File: config.mk
export PLATFORM = sky130hd
export DESIGN_NAME = button_event_conditioner
export DESIGN_NICKNAME = d
export VERILOG_FILES = /design/src/rtl/button_event_conditioner.sv
export SDC_FILE = /design/constraint.sdc
export NUM_CORES = 1
export LEC_CHECK = 0
export CORE_MARGIN = 5
export CORE_UTILIZATION = 35
export DETAILED_ROUTE_END_ITERATION = 6
export DONT_BUFFER_PORTS = 1
export GPL_TIMING_DRIVEN = 1
export SLEW_MARGIN = 20
export SYNTH_ARGS = -nofsm -noshare
export SYNTH_HDL_FRONTEND = slang
export SYNTH_SLANG_ARGS = --single-unit
File: constraint.sdc
create_clock -name clk -period 6.12 [get_ports clk]
set_clock_uncertainty 0.05 [all_clocks]
set_input_delay 1.224 -clock clk [delete_from_list [all_inputs] [get_ports clk]]
set_output_delay 1.224 -clock clk [all_outputs]
set_load 0.02 [all_outputs]
File: src/rtl/button_event_conditioner.sv
// Purpose: synchronise, debounce and edge-detect push-buttons; queue press events on a one-hot valid/ready channel.
// Latency: clean raw edge -> btn_level/pulse after 2 + DB_CYCLES + 1 clk; press pulse -> event_valid 1 clk later.
// Backpressure: 1-deep event register; while valid & !ready it holds, and new presses are dropped with event_drop.
module button_event_conditioner #(
  parameter int NBTN      = 3,
  parameter int DB_CYCLES = 1_000_000
) (
  input  logic            clk,
  input  logic            rst,
  input  logic [NBTN-1:0] btn_raw,
  output logic [NBTN-1:0] btn_level,
  output logic [NBTN-1:0] btn_press,
  output logic [NBTN-1:0] btn_release,
  output logic            event_valid,
  output logic [NBTN-1:0] event_code,
  input  logic            event_ready,
  output logic            event_drop
);

  // Counter only has to reach DB_CYCLES-1, so $clog2(DB_CYCLES) bits suffice.
  localparam int CW = (DB_CYCLES > 1) ? $clog2(DB_CYCLES) : 1;
  localparam logic [CW-1:0] CNT_MAX = CW'(DB_CYCLES - 1);

  // Debounce states. LOW/RISE report level 0, HIGH/FALL report level 1.
  localparam logic [1:0] ST_LOW  = 2'd0;
  localparam logic [1:0] ST_RISE = 2'd1;
  localparam logic [1:0] ST_HIGH = 2'd2;
  localparam logic [1:0] ST_FALL = 2'd3;

  logic [NBTN-1:0] sync_meta;
  logic [NBTN-1:0] sync_q;

  logic [1:0]      st_q    [NBTN];
  logic [1:0]      st_nxt  [NBTN];
  logic [CW-1:0]   cnt_q   [NBTN];
  logic [CW-1:0]   cnt_nxt [NBTN];
  logic [NBTN-1:0] level_nxt;
  logic [NBTN-1:0] press_nxt;
  logic [NBTN-1:0] release_nxt;

  logic [NBTN-1:0] sel_onehot;
  logic [NBTN-1:0] others;
  logic            any_press;
  logic            can_load;

  // Two-flop synchroniser on every raw button bit.
  always_ff @(posedge clk or negedge rst) begin
    if (!rst) begin
      sync_meta <= '0;
      sync_q    <= '0;
    end else begin
      sync_meta <= btn_raw;
      sync_q    <= sync_meta;
    end
  end

  // Per-button debounce next-state: a level is accepted only after a full stable run.
  always_comb begin
    for (int i = 0; i < NBTN; i++) begin
      st_nxt[i]      = st_q[i];
      cnt_nxt[i]     = cnt_q[i];
      press_nxt[i]   = 1'b0;
      release_nxt[i] = 1'b0;
      case (st_q[i])
        ST_LOW: begin
          if (sync_q[i]) begin
            st_nxt[i]  = ST_RISE;
            cnt_nxt[i] = '0;
          end
        end
        ST_RISE: begin
          if (!sync_q[i]) begin
            st_nxt[i] = ST_LOW;
          end else if (cnt_q[i] == CNT_MAX) begin
            st_nxt[i]    = ST_HIGH;
            press_nxt[i] = 1'b1;
          end else begin
            cnt_nxt[i] = cnt_q[i] + CW'(1);
          end
        end
        ST_HIGH: begin
          if (!sync_q[i]) begin
            st_nxt[i]  = ST_FALL;
            cnt_nxt[i] = '0;
          end
        end
        ST_FALL: begin
          if (sync_q[i]) begin
            st_nxt[i] = ST_HIGH;
          end else if (cnt_q[i] == CNT_MAX) begin
            st_nxt[i]      = ST_LOW;
            release_nxt[i] = 1'b1;
          end else begin
            cnt_nxt[i] = cnt_q[i] + CW'(1);
          end
        end
        default: begin
          st_nxt[i]  = ST_LOW;
          cnt_nxt[i] = '0;
        end
      endcase
      level_nxt[i] = (st_nxt[i] == ST_HIGH) || (st_nxt[i] == ST_FALL);
    end
  end

  // Debounce state, counters and the registered level/pulse outputs.
  always_ff @(posedge clk or negedge rst) begin
    if (!rst) begin
      for (int i = 0; i < NBTN; i++) begin
        st_q[i]  <= ST_LOW;
        cnt_q[i] <= '0;
      end
      btn_level   <= '0;
      btn_press   <= '0;
      btn_release <= '0;
    end else begin
      for (int i = 0; i < NBTN; i++) begin
        st_q[i]  <= st_nxt[i];
        cnt_q[i] <= cnt_nxt[i];
      end
      btn_level   <= level_nxt;
      btn_press   <= press_nxt;
      btn_release <= release_nxt;
    end
  end

  // Lowest-index press wins; any further simultaneous presses are lost.
  assign sel_onehot = btn_press & (~btn_press + NBTN'(1));
  assign others     = btn_press & ~sel_onehot;
  assign any_press  = |btn_press;
  // The register may load when empty or when its current event is being taken this edge.
  assign can_load   = !event_valid || event_ready;

  // One-deep event register; contents are frozen while stalled.
  always_ff @(posedge clk or negedge rst) begin
    if (!rst) begin
      event_valid <= 1'b0;
      event_code  <= '0;
      event_drop  <= 1'b0;
    end else begin
      event_drop <= any_press && (!can_load || (|others));
      if (can_load) begin
        event_valid <= any_press;
        event_code  <= sel_onehot;
      end
    end
  end

endmodule

==> summary.md <==
• hold violation count in the final report: 0
• global route overflow: 0
• post-route clock period utilization: 40.8%
• adder-cell share of the synthesized area: 1.09%
• chain of cells forming the critical path: xor2_1 > nand3_1 > or4_2 > a21oi_1
• Post-synth ARST share: 100%
• dominant cells by area after synthesis: sky130_fd_sc_hd__dfrtp_1 (48%), sky130_fd_sc_hd__a21oi_1 (3.9%), sky130_fd_sc_hd__mux2_2 (3.6%), sky130_fd_sc_hd__o31ai_1 (2.9%), sky130_fd_sc_hd__nand4_1 (2.9%)
• RSZ-0062 raised after global routing: false
• estimated wirelength of the detail-placed design: 6.31 mm
• number of storage elements in the synthesis netlist: 83
• number of vias per cell after detailed routing: 5.78
• number of clock sinks: 83
• number of enable flip-flop cells after synthesis: 0
• Layout fillers: 1218
• sequential power share: 48.2%
• Antenna diodes: 0
• clock transition at the registers of the reported paths: 0.07 ns
• proportion of netlist area held by the largest area contributor: 47.7%
• core area: 12100 µm²
• wire per inst: 15.4 µm
• CTS tree: built
• mux share of post-synthesis cell area: 5.23%
• first-pass GRT wire length: 16.1 mm
• Min Hold Slack: 0.303 ns
• main combinational cell family by area after synthesis: simple AND/OR/NAND/NOR gates
• number of nets in the final layout: 436
• post-synthesis average cell area: 9.93 µm²
• area of the mapped netlist: 4350 µm²
• outcome: complete, no violations
• headroom to the max-slew limit: 34.9%
• vias post-DR: 3463
• Slew Limit Fails: 0
• detailed-route DRC error count: 0
• delay of the slowest critical-path stage: 0.63 ns
• count of TritonRoute iterations in the first routing pass: 4
• effective utilization at floorplan: 35.9%
• most frequent cell after synthesis: sky130_fd_sc_hd__dfrtp_1
• CTS Buf Count: 9
• Post-synth top flop: sky130_fd_sc_hd__dfrtp_1
• complex-gate fraction of the synthesized area: 15.7%
• Syn-to-layout area delta: 9.89%
• largest net degree at the start of global routing: 84
• DIE AREA: 14800 µm²
• nets in the synthesized netlist: 447
• number of antenna violations at the first check in global routing: 0
• max capacitance violation total: 0
• number of warnings reported in the yosys synthesis log: 0
• critical path peak fanout: 10
• f_max: 0.400 GHz
• Internal Power: 0.000946 W
• critical path arrival: 2.71 ns
• Cell Rows: 40
• power per unit of standard cell area: 256 nW/µm²
• leading post-synthesis cells by instance count: sky130_fd_sc_hd__dfrtp_1 (83), sky130_fd_sc_hd__a21oi_1 (34), sky130_fd_sc_hd__nand2_1 (29)
• Clock Tree Buf Depth: 2
• register area share after synthesis: 47.7%
• post-route antenna net violation count: 0
• vertical die dimension: 121 µm
• net switching component of the power: 0.000277 W
• post-synthesis xor/xnor area fraction: 1.21%
• net switching fraction of the power: 22.6%
• part of the power in the clock network: 47.1%
• fraction of layout cells with a size suffix above 1: 9.51%
• H-Tree Level Count: 3
• Post-CTS Hold Buffers: 0
• initial detailed-routing violation count: 195
• via count of the first global-routing pass: 3287
• total wire length after detailed routing: 9.22 mm
• final setup violation count: 0
• shortest clock period the worst path allows after layout: 2.50 ns
• required time of the worst setup path: 6.33 ns
• Total Negative Setup Slacks: 0 ns
• cell at the root of the clock tree: sky130_fd_sc_hd__clkbuf_16
• cell count after synthesis: 438
• Slew @ Worst Pin: 0.969 ns
• postcts setup bufs: 0
• leakage power figure: 1.93 nW
• Logic pwr share: 4.7%
• dominant cell type by area after synthesis: sky130_fd_sc_hd__dfrtp_1
• crit path capture type: register
• Skew-Pair Late Insertion Delay: 0.33 ns
• Synth cell types: 55
• critical path startpoint category: register
• worst hold path type: register to register
• IO Port Bufs: 0
• total track usage: 13.2%
• slowest stage cell on the critical path: sky130_fd_sc_hd__xor2_1
• post-CTS sizing: 0
• weighted congestion at the end of routability-driven global placement: 0.845
• horizontal die dimension: 121 µm
• IR drop worst, VDD: 0.142 mV
• Boundary Pins: 20
• worst setup path category: register to register
• area fraction in and, or, nand and nor cells after synthesis: 25.4%
## final timing paths
check	start	to	slack (ns)	cells past startpoint
setup / recovery	btn_level[0]$_DFF_PN0_	cnt_q[54]$_DFFE_PN0P_	3.62	4
hold / removal	sync_meta[2]$_DFF_PN0_	sync_q[2]$_DFF_PN0_	0.30	0
setup reg to reg	btn_level[0]$_DFF_PN0_	cnt_q[54]$_DFFE_PN0P_	3.62	4
hold reg to reg	sync_meta[2]$_DFF_PN0_	sync_q[2]$_DFF_PN0_	0.30	0
max in group asynchronous	rst	sync_meta[0]$_DFF_PN0_	5.35	0
min in group asynchronous	rst	sync_q[1]$_DFF_PN0_	0.54	0
## cell type report
type | instances | area (µm²) | area share [%]
Clock buffer | 9 | 225 | 4.71
Clock inverter | 6 | 90.1 | 1.88
Inverter | 14 | 52.6 | 1.10
Multi-Input combinational cell | 318 | 2120 | 44.3
Sequential cell | 83 | 2080 | 43.4
Tap cell | 168 | 210 | 4.40
Timing Repair Buffer | 1 | 7.51 | 0.157
## cells in the final DEF, fill, tap and decap left out, drive strengths merged, types with 2 or more instances in the layout
cell,n
a22o,9
or2,2
a21oi,34
dfrtp,83
xnor2,3
o31ai,17
nor3,6
a41o,3
nand2,29
bufinv,2
and2,6
o22ai,3
o21ai,17
nor4,5
nor4b,5
nor3b,7
a31o,2
o221ai,2
inv,15
nand4,20
nor2,16
a32o,2
or3,5
or4,16
nand3,21
mux2,14
clkbuf,9
or4b,4
nand2b,9
xor2,3
and4,12
mux2i,7
ha,3
and3,9
a31oi,7
nor2b,4
nor4bb,4
clkinv,2
## sequential cells by signal, indices dropped and copies added, names as in the netlist
signal,flops
event_code,3
sync_q,3
sync_meta,3
btn_press,3
event_valid,1
cnt_q,60
btn_release,3
btn_level,2
st_q,4
event_drop,1
## kinds of logic (layout without fill, tap and decap cells)
| kind of cell | count (synthesis) | after routing |
|---|---|---|
| compound gates | 105 | 105 |
| mux | 21 | 21 |
| simple gates | 182 | 182 |
| xor+xnor | 6 | 6 |
| fa+ha+maj | 4 | 4 |
| buf+inv | 37 | 30 |
| flops | 83 | 83 |
## metrics by stage
step	utilization (%)	total power (W)	setup WS [ns]	area, µm²	std cells
global placement	36.9	0.000652	3.76	4470	584
global route	39.5	0.00127	3.47	4780	599
finish	39.5	0.00122	3.62	4780	599
floorplan	-	0.000640	4.06	4350	438
detailed placement	36.9	0.000658	3.69	4470	584
CTS	39.5	0.00124	3.67	4780	599
## metal layers
layer | up-vias | part of all wire, % | wire length (µm) | track usage, %
met4 | 0 | 1.4 | 129 | 4.20
met2 | 65 | 47 | 4340 | 20.6
li1 | 1665 | - | - | -
met3 | 9 | 4.4 | 410 | 3.45
met5 | - | 0 | 0 | 0
met1 | 1724 | 47 | 4340 | 17.8
## critical path, delay by kind of cell (launching register included)
kind	cells	cell delay (ns)
AO/OA/AOI/OAI	1	0.16
XOR/XNOR	1	0.63
flip-flops	1	0.55
AND/OR/NAND/NOR	2	1.03
## power by group through the flow
stage	clock network, W	registers [W]	logic (W)
after floorplan	0	0.000592	0.0000476
after global placement	0	0.000598	0.0000540
after detailed placement	0	0.000600	0.0000571
after CTS	0.000592	0.000590	0.0000576
after global routing	0.000612	0.000594	0.0000670
final	0.000576	0.000590	0.0000571
Power figures use the tool's default switching activity.
